$ cat src/rtl/switch_io_ctrl.sv
// rtl/switch_io_ctrl.sv - memory-mapped switch reader with sync, debounce, confirm snapshot and sticky status
module switch_io_ctrl #(
    parameter int          SW_WIDTH         = 16,
    parameter int          DEBOUNCE_CYCLES  = 20000,
    parameter logic [31:0] BASE_ADDR        = 32'hffff_fff0,
    parameter bit          LATCH_ON_CONFIRM = 1'b1
) (
    input  logic                clk,
    input  logic                rst,
    input  logic                SwitchCtrl,
    input  logic                io_write,
    input  logic [31:0]         address,
    input  logic [SW_WIDTH-1:0] switch_input,
    input  logic                confirmation,
    output logic [31:0]         data_IO_input,
    output logic                pending,
    output logic                overrun
);
    localparam int CW = $clog2(DEBOUNCE_CYCLES);
    // cnt counts matching comparisons; one more match makes DEBOUNCE_CYCLES equal samples
    localparam logic [CW-1:0] CNT_TH  = CW'(DEBOUNCE_CYCLES - 2);
    localparam logic [CW-1:0] CNT_MAX = CW'(DEBOUNCE_CYCLES - 1);

    typedef enum logic {IDLE, PRESSED} btn_state_t;

    logic [SW_WIDTH-1:0] sw_s1, sw_s2, sw_last, sw_db;
    logic [CW-1:0]       sw_cnt;
    logic                bt_s1, bt_s2, bt_last, bt_db;
    logic [CW-1:0]       bt_cnt;
    btn_state_t          btn_state;
    logic                confirm_pulse;
    logic [SW_WIDTH-1:0] snapshot, d_src;
    logic [7:0]          d_top;
    logic [31:0]         rd_value;
    logic                rd_hit, rd_data, wr_clr;

    always_ff @(posedge clk) begin
        if (rst) begin
            sw_s1   <= '0;
            sw_s2   <= '0;
            sw_last <= '0;
            sw_db   <= '0;
            sw_cnt  <= '0;
            bt_s1   <= 1'b0;
            bt_s2   <= 1'b0;
            bt_last <= 1'b0;
            bt_db   <= 1'b0;
            bt_cnt  <= '0;
        end else begin
            sw_s1   <= switch_input;
            sw_s2   <= sw_s1;
            sw_last <= sw_s2;
            if (sw_s2 != sw_last) begin
                sw_cnt <= '0;
            end else begin
                if (sw_cnt != CNT_MAX) sw_cnt <= sw_cnt + CW'(1);
                if (sw_cnt >= CNT_TH)  sw_db  <= sw_s2;
            end
            bt_s1   <= confirmation;
            bt_s2   <= bt_s1;
            bt_last <= bt_s2;
            if (bt_s2 != bt_last) begin
                bt_cnt <= '0;
            end else begin
                if (bt_cnt != CNT_MAX) bt_cnt <= bt_cnt + CW'(1);
                if (bt_cnt >= CNT_TH)  bt_db  <= bt_s2;
            end
        end
    end

    assign confirm_pulse = (btn_state == IDLE) && bt_db;
    assign d_src         = LATCH_ON_CONFIRM ? snapshot : sw_db;
    assign d_top         = d_src[SW_WIDTH-1 -: 8];

    always_comb begin
        rd_value = '0;
        rd_hit   = 1'b0;
        rd_data  = 1'b0;
        if (SwitchCtrl && !io_write) begin
            case (address)
                BASE_ADDR + 32'd1: begin rd_hit = 1'b1; rd_data = 1'b1; rd_value = 32'(d_src); end
                BASE_ADDR + 32'd3: begin rd_hit = 1'b1; rd_data = 1'b1; rd_value = {{24{d_top[7]}}, d_top}; end
                BASE_ADDR + 32'd5: begin rd_hit = 1'b1; rd_data = 1'b1; rd_value = {24'b0, d_top}; end
                BASE_ADDR + 32'd7: begin rd_hit = 1'b1; rd_data = 1'b1; rd_value = {24'b0, d_src[7:0]}; end
                BASE_ADDR + 32'd9: begin rd_hit = 1'b1; rd_value = {30'b0, overrun, pending}; end
                default: ;
            endcase
        end
    end

    assign wr_clr = SwitchCtrl && io_write && (address == BASE_ADDR + 32'd9);

    // A confirm press in the same cycle as a clear wins; overrun looks at pre-clear pending
    always_ff @(posedge clk) begin
        if (rst) begin
            btn_state     <= IDLE;
            snapshot      <= '0;
            data_IO_input <= '0;
            pending       <= 1'b0;
            overrun       <= 1'b0;
        end else begin
            case (btn_state)
                IDLE:    if (bt_db)  btn_state <= PRESSED;
                PRESSED: if (!bt_db) btn_state <= IDLE;
                default: btn_state <= IDLE;
            endcase
            if (confirm_pulse) snapshot <= sw_db;
            if (rd_hit) data_IO_input <= rd_value;
            pending <= confirm_pulse | (pending & ~(rd_data | wr_clr));
            overrun <= (confirm_pulse & pending) | (overrun & ~wr_clr);
        end
    end
endmodule

$ cat config.mk
export PLATFORM = sky130hd
export DESIGN_NAME = switch_io_ctrl
export DESIGN_NICKNAME = d
export VERILOG_FILES = /design/src/rtl/switch_io_ctrl.sv
export SDC_FILE = /design/constraint.sdc
export NUM_CORES = 1
export LEC_CHECK = 0
export ABC_AREA = 1
export CORE_MARGIN = 2
export CORE_UTILIZATION = 60
export CTS_BUF_LIST = sky130_fd_sc_hd__clkbuf_4 sky130_fd_sc_hd__clkbuf_8
export DETAILED_ROUTE_END_ITERATION = 7
export PLACE_DENSITY = 0.87
export SLEW_MARGIN = 20
export SYNTH_ARGS = -nofsm -noshare
export SYNTH_HDL_FRONTEND = slang
export SYNTH_SLANG_ARGS = --single-unit
$ cat constraint.sdc
create_clock -name clk -period 3.8 [get_ports clk]
set_input_delay 1.14 -clock clk [delete_from_list [all_inputs] [get_ports clk]]
set_output_delay 1.14 -clock clk [all_outputs]
set_load 0.01 [all_outputs]
==> results.toml, run 1 <==
[route]
first_iter_violations = 233
vias = 5116
wl_met3_um = 837
routed.top_layer = "met4"
dr.pass1.iters = 4
via_per_inst = 4.99
wl_mm = 11.7
drtAntennaViolNets = 0
wl_met1_mm = 5.02
wl_met2_mm = 5.64
drcViolationCount = 0
routedWlPerCell_um = 11.4

[place]
dpl.cell_count = 993
gp_congestion = 0.860
dp_hpwl_mm = 8.33
place_ws_ns = 0.633
numPortBuffers = 86

[sta]
fin_ws_ns = 0.979
timing.fmax_mhz = 355
finalClockSkew_ns = 0.0114
min_period_over_period_pct = 74.2
slew_violations = 0
rsz0062_at_grt = "false"
worst-slew-pin-transition_ns = 0.677
fin_crit_ns = 2.82
max_slew_margin_pct = 54.8
hold_violations = 0
setup-violations-final = 0
setup_tns_ns = 0

[final_layout]
drive_above_1_share_pct = 6.50
n_fill_cell = 722
area_growth_pct = 21.3
multiInputGateArea_um2 = 2500
n_antenna_cell = 0
seq_area_um2 = 2680
instances_no_fill = 1025
fin_nets = 936

[logic_synthesis]
syn-cell-area_um2 = 5840
synthXorXnorAreaFrac_pct = 2.85
synthTopCellsByCount = "nor2_1 (166), nand2_1 (144), dfxtp_1 (134)"
synth_edf_count = 0
syn_inst = 807
yosysWarnings = 0
ys_ff_latch = 134
synth.distinct_cells = 32
synthArstFlopShare_pct = 0
synth-compound-area-share_pct = 7.41
yosysTopAreaCellShare_pct = 45.9
avgSynthCellArea_um2 = 7.24
synth_top_area_cell = "dfxtp_1"
post-synth-top-count-cell = "nor2_1"
netlist_top_cells_area = "dfxtp_1 (46%), nor2_1 (11%), nand2_1 (9.3%)"
synth_top_family_by_area = "simple AND/OR/NAND/NOR gates"
ys_seq_area_share_pct = 45.9
synthAdderAreaFrac_pct = 0.857
synth-simple-area-share_pct = 31.7
synth_nets = 864
muxShareOfSynthArea_pct = 0
synth_ff_type = "dfxtp_1"

[critical_path]
arrival_ns = 1.68
cp_max_fo = 17
cpMaxStageDelayCell = "clkdlybuf4s50_1"
worst-setup-path-type = "reg2out"
start_kind = "flip-flop"
path_buf_inv = 1
cp.required_ns = 2.66
crit_family = "buffers and inverters"
path_cells = "clkdlybuf4s50_1"
cpPeakStageDelay_ns = 0.64
end_kind = "output pin"

[global_route]
grt_usage_pct = 22.3
antenna_found_initial = 0
grt_pass1_vias = 4603
grt_first_pass_wirelength_mm = 18.6
grt_max_degree = 72
grt_overflow_total = 0

[floorplanning]
core_um2 = 9590
die_x_um = 103
dieArea_um2 = 10500
start_util_pct = 60.9
ioPinCount = 87
die_height_um = 103
fp-row-count = 36

[power_and_ir_drop]
p_per_area_nw_per_um2 = 406
vdd.ir_drop.worst_mv = 0.344
p_leak_nw = 2.96

[clock_network]
clk_pin_slew_worst_paths_ns = 0.08
cts_root_buf = "clkbuf_8"
insertion_delay_ns = 0.44
cts_buffer_depth = 2
cts_made_buffers = 17
cts_num_sinks = 134
cts-resized-gates = 0
cts_setup_buffers = 0
cts_htree_levels = 4
cts_tree = "built"
ctsHoldBuffers = 0

[hold_path]
min_path_type = "reg2reg"

[job]
cap_violations = 0

[outcome]
status = "complete, no violations"
[area by class of cell]
| type | instances | area share, % |
|---|---|---|
| sequential | 134 | 37.9 |
| timing repair buffer | 88 | 12.3 |
| clock buffer | 17 | 3.30 |
| clock inverter | 15 | 2.84 |
| tap | 133 | 2.35 |
| inverter | 114 | 6.04 |
| multi-input combinational | 524 | 35.3 |
[cells in the final DEF (no fill, tap or decap), types with 2 or more instances in the layout]
| master | count |
|---|---|
| a21oi_1 | 48 |
| clkinvlp_4 | 3 |
| nand3_1 | 46 |
| nor3_1 | 8 |
| clkinv_4 | 2 |
| clkinv_2 | 3 |
| nand2_2 | 2 |
| inv_1 | 109 |
| xnor2_1 | 3 |
| buf_4 | 2 |
| nand4_1 | 18 |
| nor2_4 | 7 |
| dfxtp_1 | 134 |
| a31oi_1 | 4 |
| nand3_2 | 2 |
| clkdlybuf4s50_1 | 85 |
| o21ai_0 | 32 |
| inv_6 | 3 |
| nor2_2 | 2 |
| nand2_4 | 4 |
| nor2_1 | 166 |
| nand2_1 | 144 |
| clkbuf_8 | 17 |
| nand3b_1 | 11 |
| bufinv_16 | 4 |
| xor2_1 | 16 |
| ha_1 | 4 |
| nor3b_1 | 2 |
| inv_2 | 4 |
[state kept, by name, summed over array words and instances, names as in the netlist, 15 cells and up]
name / count
sw_s2: 16
data_IO_input: 17
d_src: 16
bt_cnt: 15
sw_s1: 16
sw_last: 16
sw_db: 16
sw_cnt: 15
[power breakdown]
group	internal, W	leakage [nW]	switching, W
logic	0.0000781	1.66	0.0000808
clock network	0.000718	0.213	0.000555
registers	0.00143	1.09	0.0000149
[metrics by stage]
step | utilization [%] | power [W] | cell area [um2] | hold slack (ns)
detailed placement | 69.3 | 0.00163 | 6650 | 0.392
global route | 73.8 | 0.00297 | 7080 | 0.416
CTS | 73.8 | 0.00290 | 7080 | 0.400
global placement | 69.3 | 0.00163 | 6650 | 0.393
floorplan | - | 0.00156 | 5840 | 0.388
finish | 73.8 | 0.00288 | 7080 | 0.402
[logic make-up after synthesis]
logic type | Yosys count
fa+ha+maj | 4
compound gates | 85
simple gates | 416
buf+inv | 149
flops | 134
xor+xnor | 19
[metal layers]
layer / vias up / global-route usage, %
li1: 2648 / -
met1: 2286 / 24.2
met2: 165 / 39.6
met3: 17 / 7.25
met4: 0 / 9.64
met5: - / 0
[worst paths after layout]
| kind | start | endpoint | slack [ns] | cells after the start |
|---|---|---|---|---|
| min reg2reg | sw_s1[4] | sw_s2[4] | 0.40 | 2 |
| max | data_IO_input[30] | data_IO_input[28] | 0.98 | 1 |
| min | sw_s1[4] | sw_s2[4] | 0.40 | 2 |
| max reg2reg | sw_s2[12] | sw_cnt[10] | 1.83 | 8 |
No activity file was read; power rests on OpenSTA's default activity.
==> run 2: changes to the inputs <==
- CORE_UTILIZATION: 60 -> 51
- PLACE_DENSITY: 0.87 -> 0.79
- clock period: 3.8 -> 2.27 ns (I/O delays scaled with it)
==> run 2 against run 1 <==
  * Via count fell by 0.86%
  * Largest cell class unchanged
  * Hold slack worse by 0.0017 ns
  * Critical endpoint is now data_IO_input[21]
  * First-iteration DRC count grew 17%
  * Die area grew 17%
  * Count of clock-buffer cells in the layout is 3 higher
  * Sequential cell count is the same
==> results.toml, run 2 (synthesis results as in run 1) <==
[route]
via_per_inst = 4.79
first_iter_violations = 273
wl_mm = 11.5
routedWlPerCell_um = 10.9
vias = 5072
drcViolationCount = 0
drtAntennaViolNets = 0
dr.pass1.iters = 5

[critical_path]
path_cells = "clkdlybuf4s50_1"
worst-setup-path-type = "reg2out"
start_kind = "flip-flop"
reg2reg_depth = 9
cp_max_fo = 17
crit_family = "buffers and inverters"
path_buf_inv = 1
cpPeakStageDelay_ns = 0.56
cp.depth = 1
cp.required_ns = 1.59
arrival_ns = 1.44
end_kind = "output pin"
cpMaxStageDelayCell = "clkdlybuf4s50_1"

[final_layout]
n_fill_cell = 984
largest-register = "data_IO_input"
fin_nets = 959
largest_reg_flops = 17
drive_above_1_share_pct = 8.96
area_growth_pct = 24.7
final_cell_mix = "nor2_1 (166), nand2_1 (144), dfxtp_1 (133), inv_1 (109), clkdlybuf4s50_1 (85)"
n_antenna_cell = 0
fin_area_um2 = 7280
final_common_cell = "nor2_1"

[sta]
worst-slew-pin-transition_ns = 0.666
rsz0062_at_grt = "false"
min_period_over_period_pct = 93.4
timing.fmax_mhz = 472
slew_violations = 0
setup-violations-final = 0
hold_violations = 0
finalClockSkew_ns = 0.00958
max_slew_margin_pct = 55.6
fin_crit_ns = 2.12
fin_ws_ns = 0.151

[place]
dp_hpwl_mm = 8.07
gp_congestion = 0.881
place_area_um2 = 6830
numPortBuffers = 86
place_ws_ns = -0.213

[floorplanning]
core_um2 = 11300
die_height_um = 111
ioPinCount = 87
die_x_um = 111
dieArea_um2 = 12300
start_util_pct = 51.8
fp-row-count = 39

[power_and_ir_drop]
p_sw_w = 0.00107
vdd.ir_drop.worst_mv = 0.621
p_leak_nw = 3.08
p_per_area_nw_per_um2 = 667
seqPwrFrac_pct = 49.7
p_comb_share_pct = 5.6
internal_power_w = 0.00379
p_clk_share_pct = 44.7
swShare_pct = 22.0

[clock_network]
insertion_delay_ns = 0.44
cts_tree = "built"
cts_made_buffers = 17
cts_buffer_depth = 2
cts_htree_levels = 4
cts_num_sinks = 134
cts_root_buf = "clkbuf_8"
clk_pin_slew_worst_paths_ns = 0.08
ctsHoldBuffers = 0

[global_route]
grt_first_pass_wirelength_mm = 19.6
grt_usage_pct = 19.3
grt_pass1_vias = 4484
antenna_found_initial = 0
grt_max_degree = 72
grt_overflow_total = 0

[outcome]
status = "complete, no violations"

[job]
cap_violations = 0

[hold_path]
min_path_type = "reg2reg"
min_path_cells = 2
run 2: layout make-up:
class / count / area, um2 / share of cell area [%]
clock buffers: 20 / 269 / 3.69
multi-input cells: 524 / 2500 / 34.3
flip-flops and latches: 134 / 2690 / 36.9
repair buffers: 111 / 1040 / 14.3
well taps: 143 / 179 / 2.46
inverters: 114 / 428 / 5.88
clock inverters: 12 / 175 / 2.41
run 2: final timing paths:
kind	startpoint	to	slack, ns
setup / recovery	data_IO_input[30]	data_IO_input[21]	0.15
hold / removal	sw_s1[15]	sw_s2[15]	0.40
setup reg to reg	sw_cnt[1]	sw_cnt[12]	0.44
hold reg to reg	sw_s1[15]	sw_s2[15]	0.40
run 2: layer usage:
metal	vias up	routed length (um)	global-route usage, %
met5	-	0	0
met2	160	5020	30.3
met4	0	264	6.91
met1	2183	5480	24.6
met3	27	763	7.16
li1	2702	-	-
run 2: power by group through the flow:
stage                     Combinational [W]  Clock [W]  Sequential, W
after detailed placement           0.000272          0        0.00247
after global routing               0.000308    0.00231        0.00242
final                              0.000272    0.00217        0.00241
after global placement             0.000268          0        0.00247
after CTS                          0.000274    0.00222        0.00242
after floorplan                    0.000143          0        0.00246
run 2: through the flow:
stage / setup TNS (ns) / utilization, % / instances / hold WS, ns / power (W)
detailed placement: -3.51 / 60.6 / 1026 / 0.394 / 0.00274
global placement: -2.12 / 60.6 / 1026 / 0.390 / 0.00274
finish: 0 / 64.6 / 1058 / 0.400 / 0.00486
CTS: 0 / 64.6 / 1058 / 0.401 / 0.00491
global route: 0 / 64.6 / 1058 / 0.415 / 0.00504
floorplan: 0 / - / 807 / 0.388 / 0.00261
run 2: repair_timing:
| action | 4_1_cts | 5_1_grt |
|---|---|---|
| endpoints found under the setup margin | 16 | 16 |
| gates resized for setup | 1 | 1 |
| setup buffers | 0 | 0 |
==> run 3: changes to the inputs <==
- CAP_MARGIN: not set -> 20
==> results of run 3 <==
Final layout, timing and power as in run 2 (identical DEF).
